==> src/rtl/mux_sel_sampler.sv <==
// Drives the select of an external 2:1 mux and recovers both channels per frame.
// Optional 2-flop synchronizer on Y when MUX_SEL_SAMPLER_SYNC_EN is defined.
module mux_sel_sampler #(
    parameter int DWELL_W = 8,
    parameter int FRAME_W = 8
) (
    input  logic               clk,
    input  logic               rst,
    input  logic               en,
    input  logic [DWELL_W-1:0] dwell,
    input  logic               Y,
    output logic               S,
    output logic               Q0,
    output logic               Q1,
    output logic               valid,
    output logic               busy,
    output logic [FRAME_W-1:0] frames,
    output logic [1:0]         state_o
);

    typedef enum logic [1:0] {
        IDLE = 2'd0,
        SEL0 = 2'd1,
        SEL1 = 2'd2
    } state_t;

    logic ys;

`ifdef MUX_SEL_SAMPLER_SYNC_EN
    // A dwell of 3 lets the 2-cycle synchronizer settle on the current S.
    localparam int DMIN = 3;
    logic y_meta_q, y_sync_q;

    always_ff @(posedge clk or posedge rst) begin
        if (rst) begin
            y_meta_q <= 1'b0;
            y_sync_q <= 1'b0;
        end else begin
            y_meta_q <= Y;
            y_sync_q <= y_meta_q;
        end
    end

    assign ys = y_sync_q;
`else
    localparam int DMIN = 1;
    assign ys = Y;
`endif

    localparam logic [DWELL_W-1:0] DMIN_W = DWELL_W'(DMIN);

    state_t             state_q, state_d;
    logic [DWELL_W-1:0] cnt_q, cnt_d;
    logic [DWELL_W-1:0] eff_q, eff_d;
    logic               q0_q, q0_d;
    logic               q1_q, q1_d;
    logic               valid_q, valid_d;
    logic [FRAME_W-1:0] frames_q, frames_d;
    logic               s_q, s_d;
    logic               busy_q, busy_d;
    logic [DWELL_W-1:0] dwell_eff;
    logic               term;

    assign dwell_eff = (dwell < DMIN_W) ? DMIN_W : dwell;
    assign term      = (cnt_q == eff_q - DWELL_W'(1));

    // State register and all registered outputs.
    always_ff @(posedge clk or posedge rst) begin
        if (rst) begin
            state_q  <= IDLE;
            cnt_q    <= '0;
            eff_q    <= '0;
            q0_q     <= 1'b0;
            q1_q     <= 1'b0;
            valid_q  <= 1'b0;
            frames_q <= '0;
            s_q      <= 1'b0;
            busy_q   <= 1'b0;
        end else begin
            state_q  <= state_d;
            cnt_q    <= cnt_d;
            eff_q    <= eff_d;
            q0_q     <= q0_d;
            q1_q     <= q1_d;
            valid_q  <= valid_d;
            frames_q <= frames_d;
            s_q      <= s_d;
            busy_q   <= busy_d;
        end
    end

    // Next state, dwell counter and capture path.
    always_comb begin
        state_d  = state_q;
        cnt_d    = cnt_q;
        eff_d    = eff_q;
        q0_d     = q0_q;
        q1_d     = q1_q;
        valid_d  = 1'b0;
        frames_d = frames_q;
        case (state_q)
            IDLE: begin
                if (en) begin
                    eff_d   = dwell_eff;
                    cnt_d   = '0;
                    state_d = SEL0;
                end
            end
            SEL0: begin
                if (term) begin
                    q0_d    = ys;
                    cnt_d   = '0;
                    state_d = SEL1;
                end else begin
                    cnt_d = cnt_q + DWELL_W'(1);
                end
            end
            SEL1: begin
                if (term) begin
                    q1_d     = ys;
                    valid_d  = 1'b1;
                    frames_d = frames_q + FRAME_W'(1);
                    cnt_d    = '0;
                    if (en) begin
                        eff_d   = dwell_eff;
                        state_d = SEL0;
                    end else begin
                        state_d = IDLE;
                    end
                end else begin
                    cnt_d = cnt_q + DWELL_W'(1);
                end
            end
            default: begin
                state_d = IDLE;
                cnt_d   = '0;
            end
        endcase
    end

    // Outputs are registered from the state being entered, so S moves on that edge.
    always_comb begin
        s_d    = (state_d == SEL1);
        busy_d = (state_d != IDLE);
    end

    assign S       = s_q;
    assign Q0      = q0_q;
    assign Q1      = q1_q;
    assign valid   = valid_q;
    assign busy    = busy_q;
    assign frames  = frames_q;
    assign state_o = state_q;

endmodule

==> config.mk <==
export PLATFORM = sky130hd
export DESIGN_NAME = mux_sel_sampler
export DESIGN_NICKNAME = d
export VERILOG_FILES = /design/src/rtl/mux_sel_sampler.sv
export SDC_FILE = /design/constraint.sdc
export NUM_CORES = 1
export LEC_CHECK = 0
export CAP_MARGIN = 20
export CELL_PAD_IN_SITES_DETAIL_PLACEMENT = 0
export CELL_PAD_IN_SITES_GLOBAL_PLACEMENT = 1
export CORE_ASPECT_RATIO = 1.75
export CORE_MARGIN = 8
export CORE_UTILIZATION = 42
export CTS_CLUSTER_DIAMETER = 100
export DETAILED_ROUTE_END_ITERATION = 8
export GPL_ROUTABILITY_DRIVEN = 1
export GPL_TIMING_DRIVEN = 1
export HOLD_SLACK_MARGIN = 0.08
export PLACE_DENSITY_LB_ADDON = 0.25
export SLEW_MARGIN = 5
export SYNTH_ARGS = -nofsm -noshare
export SYNTH_HDL_FRONTEND = slang
export SYNTH_SLANG_ARGS = --single-unit
==> constraint.sdc <==
create_clock -name clk -period 4 [get_ports clk]
set_clock_uncertainty 0.15 [all_clocks]
set_input_delay 1.2 -clock clk [delete_from_list [all_inputs] [get_ports clk]]
set_output_delay 1.2 -clock clk [all_outputs]
set_load 0.1 [all_outputs]
# After elaboration in Yosys (flattened, before gate mapping)
# Index checks and enable logic that the tools add are counted.
word_totals:
  register_bits: 31
  in_bits: 12
op_classes:
  n_addsub: 3
  magnitude_cmp: 1
  n_eq_ne: 6
  n_mux: 14
  n_reduce_logical: 7
op_table:
  columns: ["cell", "count"]
  rows:
  - ["two-way mux 8 bit", 5]
  - ["case mux 8 bit (2 select lines)", 2]
  - ["adder 8 x 1 -> 8 bit, second input constant", 2]
  - ["equality test 8 bit", 1]
  - ["< comparator 8 x 1 -> 1 bit, second input constant", 1]
  - ["subtractor 8 x 1 -> 8 bit, second input constant", 1]
  - ["two-way mux 2 bit", 3]
  - ["case mux 2 bit (3 select lines)", 1]
  - ["AND reduction 2 bit", 3]
  - ["equality test 2 bit, second input constant", 2]
  - ["inequality test 2 bit, second input constant", 2]
  - ["nonzero test 2 bit", 2]
  - ["two-way mux 1 bit", 3]
  - ["equality test 2 x 1 -> 1 bit, second input constant", 1]
  - ["zero test 2 bit", 1]
  - ["OR reduction 2 bit", 1]

# Depth between registers and ports, before layout
logic_depth:
  word_depth: 5
  ltp_mapped: 11

# Worst setup path before layout
# Ideal clock, no wire load.
synth_path:
  kind: "flip-flop to flip-flop"
  start: "register eff_q[0]"
  end: "register eff_q[1]"
  setup_ns: 0.125
  arrival_ns: 2.787
  required_time_ns: 3.725
  setup_slack_ns: 0.938
  stages_incl_launch_ff: 12
  synth_period_minus_slack_ns: 3.062
  cell_sequence: "dfrtp_1 > inv_1 > ha_1 > or3b_1 > or4_1 > and3b_1 > a211o_1 > nor2b_1 > buf_6 > o21a_4 > buf_12 > mux2_4"
synth_between:
  elab_chain_cells: 4
synth_lines:
  columns: ["item", "line_no", "source"]
  rows:
  - ["start, declared", "54", "logic [DWELL_W-1:0] eff_q, eff_d;"]
  - ["start signal, assigned", "72", "eff_q <= '0;"]
  - ["start signal, assigned", "82", "eff_q <= eff_d;"]
  - ["subtractor 8 x 1 -> 8 bit", "65", "assign term = (cnt_q == eff_q - DWELL_W'(1));"]
  - ["equality test 8 bit", "65", null]
  - ["inequality test 2 bit (no line)", null, null]
  - ["AND reduction 2 bit (no line)", null, null]
# No other way between the ends.
# A chain may end at the register's enable or synchronous reset.

# Worst setup path after layout
layout_path:
  start: "register eff_q[2]"
  end: "register busy_q, in the netlist busy"
layout_between:
  elab_chain_cells: 5
  word_cells_on_any_way: 6
  cone_classes: "1 x add/sub; 1 x eq/ne; 3 x mux; 1 x reduce/logical"
layout_lines:
  columns: ["item", "line_no", "source"]
  rows:
  - ["subtractor 8 x 1 -> 8 bit *", "65", null]
  - ["equality test 8 bit *", "65", null]
  - ["two-way mux 2 bit, on equally long branches", "119, 110", null]
  - ["case mux 2 bit (3 select lines) *", "101", "case (state_q)"]
  - ["nonzero test 2 bit *", "144", "busy_d = (state_d != IDLE);"]
  - ["named net busy_d", "60", "logic busy_q, busy_d;"]
  - ["end signal, assigned", "88", "busy_q <= busy_d;"]
  - ["end, declared", "60", null]
# The timed path passes the listed nets; every way through them passes the cells marked *.

==> flow_metrics.tcl <==
set metrics [dict create \
    placed_area_sq_um 2060 \
    ys_ff_latch 31 \
    status "completed" \
    path_delay_family "compound AO/OA/AOI/OAI gates" \
    synthCells 172 \
    area_growth_pct 19.8 \
    antenna_found_initial 0 \
    hold_depth 1 \
    insertion_delay_ns 0.28 \
    cts_max_level 2 \
    cp_max_fo 17 \
    fp.dieW_um 65.5 \
    gr-total-overflow 0 \
    rsz0062_at_grt "false" \
    post-route-period-util 0.822 \
    post_drt_wl_per_cell_um 15.6 \
    drtPass1Iterations 4 \
    cp.depth 6 \
    cpPeakStageDelay_ns 0.57 \
    core_sq_um 4150 \
    critPathBufInv 0 \
    critPathSlowestCell "or4_1" \
    synth_warnings 0 \
    worstSetupStartpointType "flip-flop" \
    power_density_nw_per_um2 628 \
    worstSetupEndpointType "flip-flop" \
    place.gp.congestion 0.873 \
    setup_viol 0 \
    cts_buffer_depth 2 \
    final_layout_size_suffix_gt1_frac 0.197 \
    io_pins 27 \
    num_antenna_cells 0 \
    gr-usage-all-layers 0.132 \
    io_buffers 26 \
    synth_cell_types 44 \
    worstMarginPinSlew_ns 0.792 \
    vias_per_cell 5.41 \
    rows 31 \
    dp_hpwl_um 2960 \
    grt_pass1_vias 1531 \
    fin_ws_ns 0.710 \
    reg2reg_setup_slack_ns 0.71 \
    min_to "frames[7]" \
    grt_max_degree 32 \
    finalHoldViolCount 0 \
    path_clk_slew_ns 0.07 \
    die_area_sq_um 6730 \
    cts_resized 0 \
    hp-class "flip-flop to flip-flop" \
    postCtsHoldBufs 0 \
    drt_iter0_markers 37 \
    design_area_sq_um 2160 \
    cts_made_buffers 5 \
    drc 0 \
    timing.rr.end "busy" \
    synth_area_sq_um 1800 \
    power.leakage_nw 0.981 \
    start_util 0.435 \
    hold_start "frames[7]" \
    synth_nets 191 \
    vias 1364 \
    crit_chain "or4_1 -> or3_1 -> a2111oi_4 -> o2111ai_2 -> a221oi_1 -> o22ai_1" \
    post_cts_buffers 0 \
    ff2ff_path_depth 6 \
    drv_slew 0 \
    cts-root-buf "clkbuf_8" \
    ant_nets 0 \
    cts_tree "built" \
    total_power_mw 1.36 \
    max_slew_margin 0.472 \
    cp.required_ns 3.99 \
    nets 221 \
    worst_ep_arrival_time_ns 3.28 \
    wl_um 3940 \
    yosysSeqAreaShare 0.430 \
    clkSinkCount 31 \
    die_h_um 103 \
    r2r_start "eff_q[2]" \
    finalCriticalPeriod_ns 3.29 \
    syn_area_per_cell_sq_um 10.5 \
    clock.fmax_ghz 0.304 \
    fin_tns_setup_ns 0 \
    ir_worst_vdd_mv 0.342 \
    grt_pass1_wl_um 6960 \
    critical_path_class "flip-flop to flip-flop" \
    max_cap_violations 0 \
    fin_hold_ws_ns 0.324 \
    pre_cts_slack_ns 0.729 \
]
## cell usage in the layout (no fill, tap or decap), types with 2 or more instances in the layout
cell	instances
a21oi_1	7
a31oi_1	4
buf_4	18
clkbuf_8	7
clkdlybuf4s50_1	11
dfrtp_1	31
ha_1	7
inv_1	11
mux2_2	3
mux2_4	7
mux2i_1	4
nand2_1	12
nand2b_1	2
nand3_1	8
nand4_1	5
nor2_1	7
nor2b_1	4
nor3_1	6
nor3_2	2
nor4_1	2
o21ai_0	7
o31ai_1	2
or3_1	2
or4_1	2
xnor2_1	8
xor2_1	6
## routing by layer
layer	GRT usage	vias to the layer above	routed length, um
met2	0.243	22	2150
met5	0	-	0
met1	0.136	662	1610
met4	0.0608	0	50
met3	0.0305	5	119
li1	-	675	-
## synth_stat cells (all sizes together)
cell type  instances  area share
mux2              10       0.077
a21o               1      0.0042
a211o              1      0.0049
dfrtp             31        0.43
inv               11       0.023
and4               1      0.0049
mux2i              4       0.022
nor4               2      0.0069
o311ai             1      0.0049
o2111ai            2       0.013
or4                2      0.0083
nor2               7       0.015
and3b              1      0.0049
a21oi              7       0.019
o22ai              1      0.0035
o31ai              2      0.0083
o21a               1      0.0083
o21ai              7       0.019
and2               1      0.0035
nor3b              1      0.0042
clkbuf             3      0.0062
nor2b              4       0.014
or3                2      0.0069
xnor2              8       0.039
a31oi              4       0.014
nor3               8       0.028
nand3              8       0.022
or2b               1      0.0042
a221oi             1      0.0049
buf                3       0.021
xor2               6       0.029
or3b               1      0.0049
and3               1      0.0035
nand2             12       0.025
nand4              5       0.017
nand2b             2      0.0069
ha                 7       0.049
a2111oi            1       0.015
nand3b             1      0.0042
## area by class of cell
cell class                 count  area [sq um]
clock buffer                   8           100
inverter                      11          41.3
timing repair buffer          29           245
fill                         371          1990
sequential                    31           776
multi-input combinational    124           937
tap                           49          61.3
## worst max path at each step
stage | from | to | slack, ns
CTS | eff_q[2] | busy | 0.74
finish | eff_q[2] | busy | 0.71
global placement | eff_q[2] | busy | 0.83
floorplan | eff_q[0] | eff_q[1] | 0.94
detailed placement | eff_q[2] | busy | 0.73
global route | eff_q[0] | busy | 0.52
## state kept, by name, indices dropped and copies added, names as in the netlist
register  count
state_o       2
S             1
Q1            1
busy          1
eff_q         8
cnt_q         8
Q0            1
valid         1
frames        8
## cells by family after synthesis
kind of cell	count (synthesis)	share of synthesized area
fa+ha+maj	7	0.0485
flops	31	0.430
simple gates	60	0.184
mux	14	0.0992
xor+xnor	14	0.0680
buf+inv	17	0.0506
compound gates	29	0.120
## per-stage QoR
stage / util / std cells
6_report: 0.521 / 252
5_1_grt: 0.521 / 252
4_1_cts: 0.521 / 252
3_5_place_dp: 0.497 / 244
3_3_place_gp: 0.497 / 244
2_1_floorplan: - / 172
## report_power, final
group,internal (mW),switching [mW]
Clock,0.157,0.114
Sequential,0.382,0.0999
Combinational,0.254,0.349
No activity file was read; power rests on OpenSTA's default activity.
==> edit (same settings) <==
`DWELL_W`: 8 -> 6.
--- a/src/rtl/mux_sel_sampler.sv
+++ b/src/rtl/mux_sel_sampler.sv
@@ -1,7 +1,7 @@
 // Drives the select of an external 2:1 mux and recovers both channels per frame.
 // Optional 2-flop synchronizer on Y when MUX_SEL_SAMPLER_SYNC_EN is defined.
 module mux_sel_sampler #(
-    parameter int DWELL_W = 8,
+    parameter int DWELL_W = 6,
     parameter int FRAME_W = 8
 ) (
     input  logic               clk,
Interface: changed (resized dwell); port bits go from 27 to 25. The function was not compared with the original's and may differ.
==> edit against the original RTL <==
- setup slack improved by 0.64 ns
- routed wire length fell by 25%
- synthesized area is 18% lower
- count of clock-buffer cells in the layout shrank 4
- cell area is 16% lower
- power shrank 9.9%
- sequential cell count fell by 4
- critical endpoint is now cnt_q[5]
- largest power group unchanged
==> edit: results <==
detailed_routing:
  firstDrtPassIters: 4
  drtIter0Drc: 17
  wl_per_cell_um: 14.2
  viasPerCell: 5.06
power:
  leakage_uw: 0.000883
  pg_clk_uw: 149
  pwr-share-comb_pct: 52.8
  peakVddDrop_mv: 0.421
  swShare_pct: 47.0
setup_path:
  critPathArrivalTime_ns: 2.64
  crit_fanout: 5
  max_stage_delay_ns: 0.54
  slowest_stage: "clkdlybuf4s50_1"
  cp_top_family: "simple AND/OR/NAND/NOR gates"
global_routing:
  grt_usage_pct: 11.4
  antenna_found_initial: 0
  grt_pass1_vias: 1124
  grt_pass1_wl_mm: 4.95
  grt_max_degree: 28
placement:
  place.gp.congestion: 0.790
  post-place-ws_ns: 1.07
  dpl.cell_count: 202
  portBuffers: 24
  dpl.hpwl_mm: 2.37
run_status:
  status: "completed"
layout:
  drive_above_1_share_pct: 24.7
  fillers: 329
  nets: 180
  fin_cells: 207
  diodes: 0
yosys:
  synth_compound_area_share_pct: 9.10
  postSynthCellCount: 134
  synth_area_leaders: "dfrtp_1, xor2_1, mux2_2"
  synth.net_count: 151
  seq_area_frac_synth_pct: 45.5
  synth_commonest_cells: "dfrtp_1, xor2_1, nand2_1"
  yosys-mux-area-fraction_pct: 7.75
  synthAdderAreaFrac_pct: 5.90
  synth-xor-area-share_pct: 10.0
  ys_types: 35
clocking:
  cts_setup_buffers: 0
  cts-buffers-inserted: 3
  htree_levels: 1
  insertion_delay_ns: 0.27
worst_hold_path:
  hp-class: "flip-flop to flip-flop"
timing:
  tightest_slew_ns: 0.537
[edit: cell types whose count changed in the layout (fill, tap and decap cells not counted), sizes merged, moves of 4 or more]
cell,change
xor2,+9
xnor2,-6
nand3,-5
clkbuf,-4
dfrtp,-4
[edit: per-stage QoR]
step	total power (uW)	area, um2
after floorplan	941	1490
after global placement	1070	1730
after CTS	1240	1780
final	1220	1810
after detailed placement	1080	1730
after global routing	1320	1810
[edit: layout make-up]
cell class / count / share of cell area (%)
clock buffer: 4 / 2.49
multi-input combinational: 97 / 42.3
tap: 45 / 3.12
sequential: 27 / 37.4
timing repair buffer: 25 / 12.8
inverter: 9 / 1.87
[edit: worst paths after layout]
| kind | startpoint | end | slack (ns) | cells past startpoint |
|---|---|---|---|---|
| setup / recovery | en | cnt_q[5] | 1.35 | 6 |
| hold / removal | frames[7] | frames[7] | 0.33 | 1 |
| setup reg to reg | eff_q[0] | eff_q[3] | 1.46 | 8 |
| hold reg to reg | frames[7] | frames[7] | 0.33 | 1 |
| max in group asynchronous | rst | cnt_q[0] | 2.12 | 3 |
| min in group asynchronous | rst | frames[1] | 1.12 | 2 |
[edit: cell families after synthesis]
| group | after synthesis |
|---|---|
| adder cells (fa/ha/maj) | 7 |
| buffers and inverters | 10 |
| XOR/XNOR | 17 |
| AO/OA/AOI/OAI | 16 |
| flip-flops | 27 |
| multiplexers | 10 |
| AND/OR/NAND/NOR | 47 |
[edit: routing by layer]
metal / GRT usage, % / part of all wire, % / vias to the layer above
li1: - / - / 515
met1: 10.7 / 36 / 508
met2: 21.9 / 58 / 19
met3: 2.04 / 4.0 / 5
met4: 5.48 / 1.9 / 0
met5: 0 / 0 / -
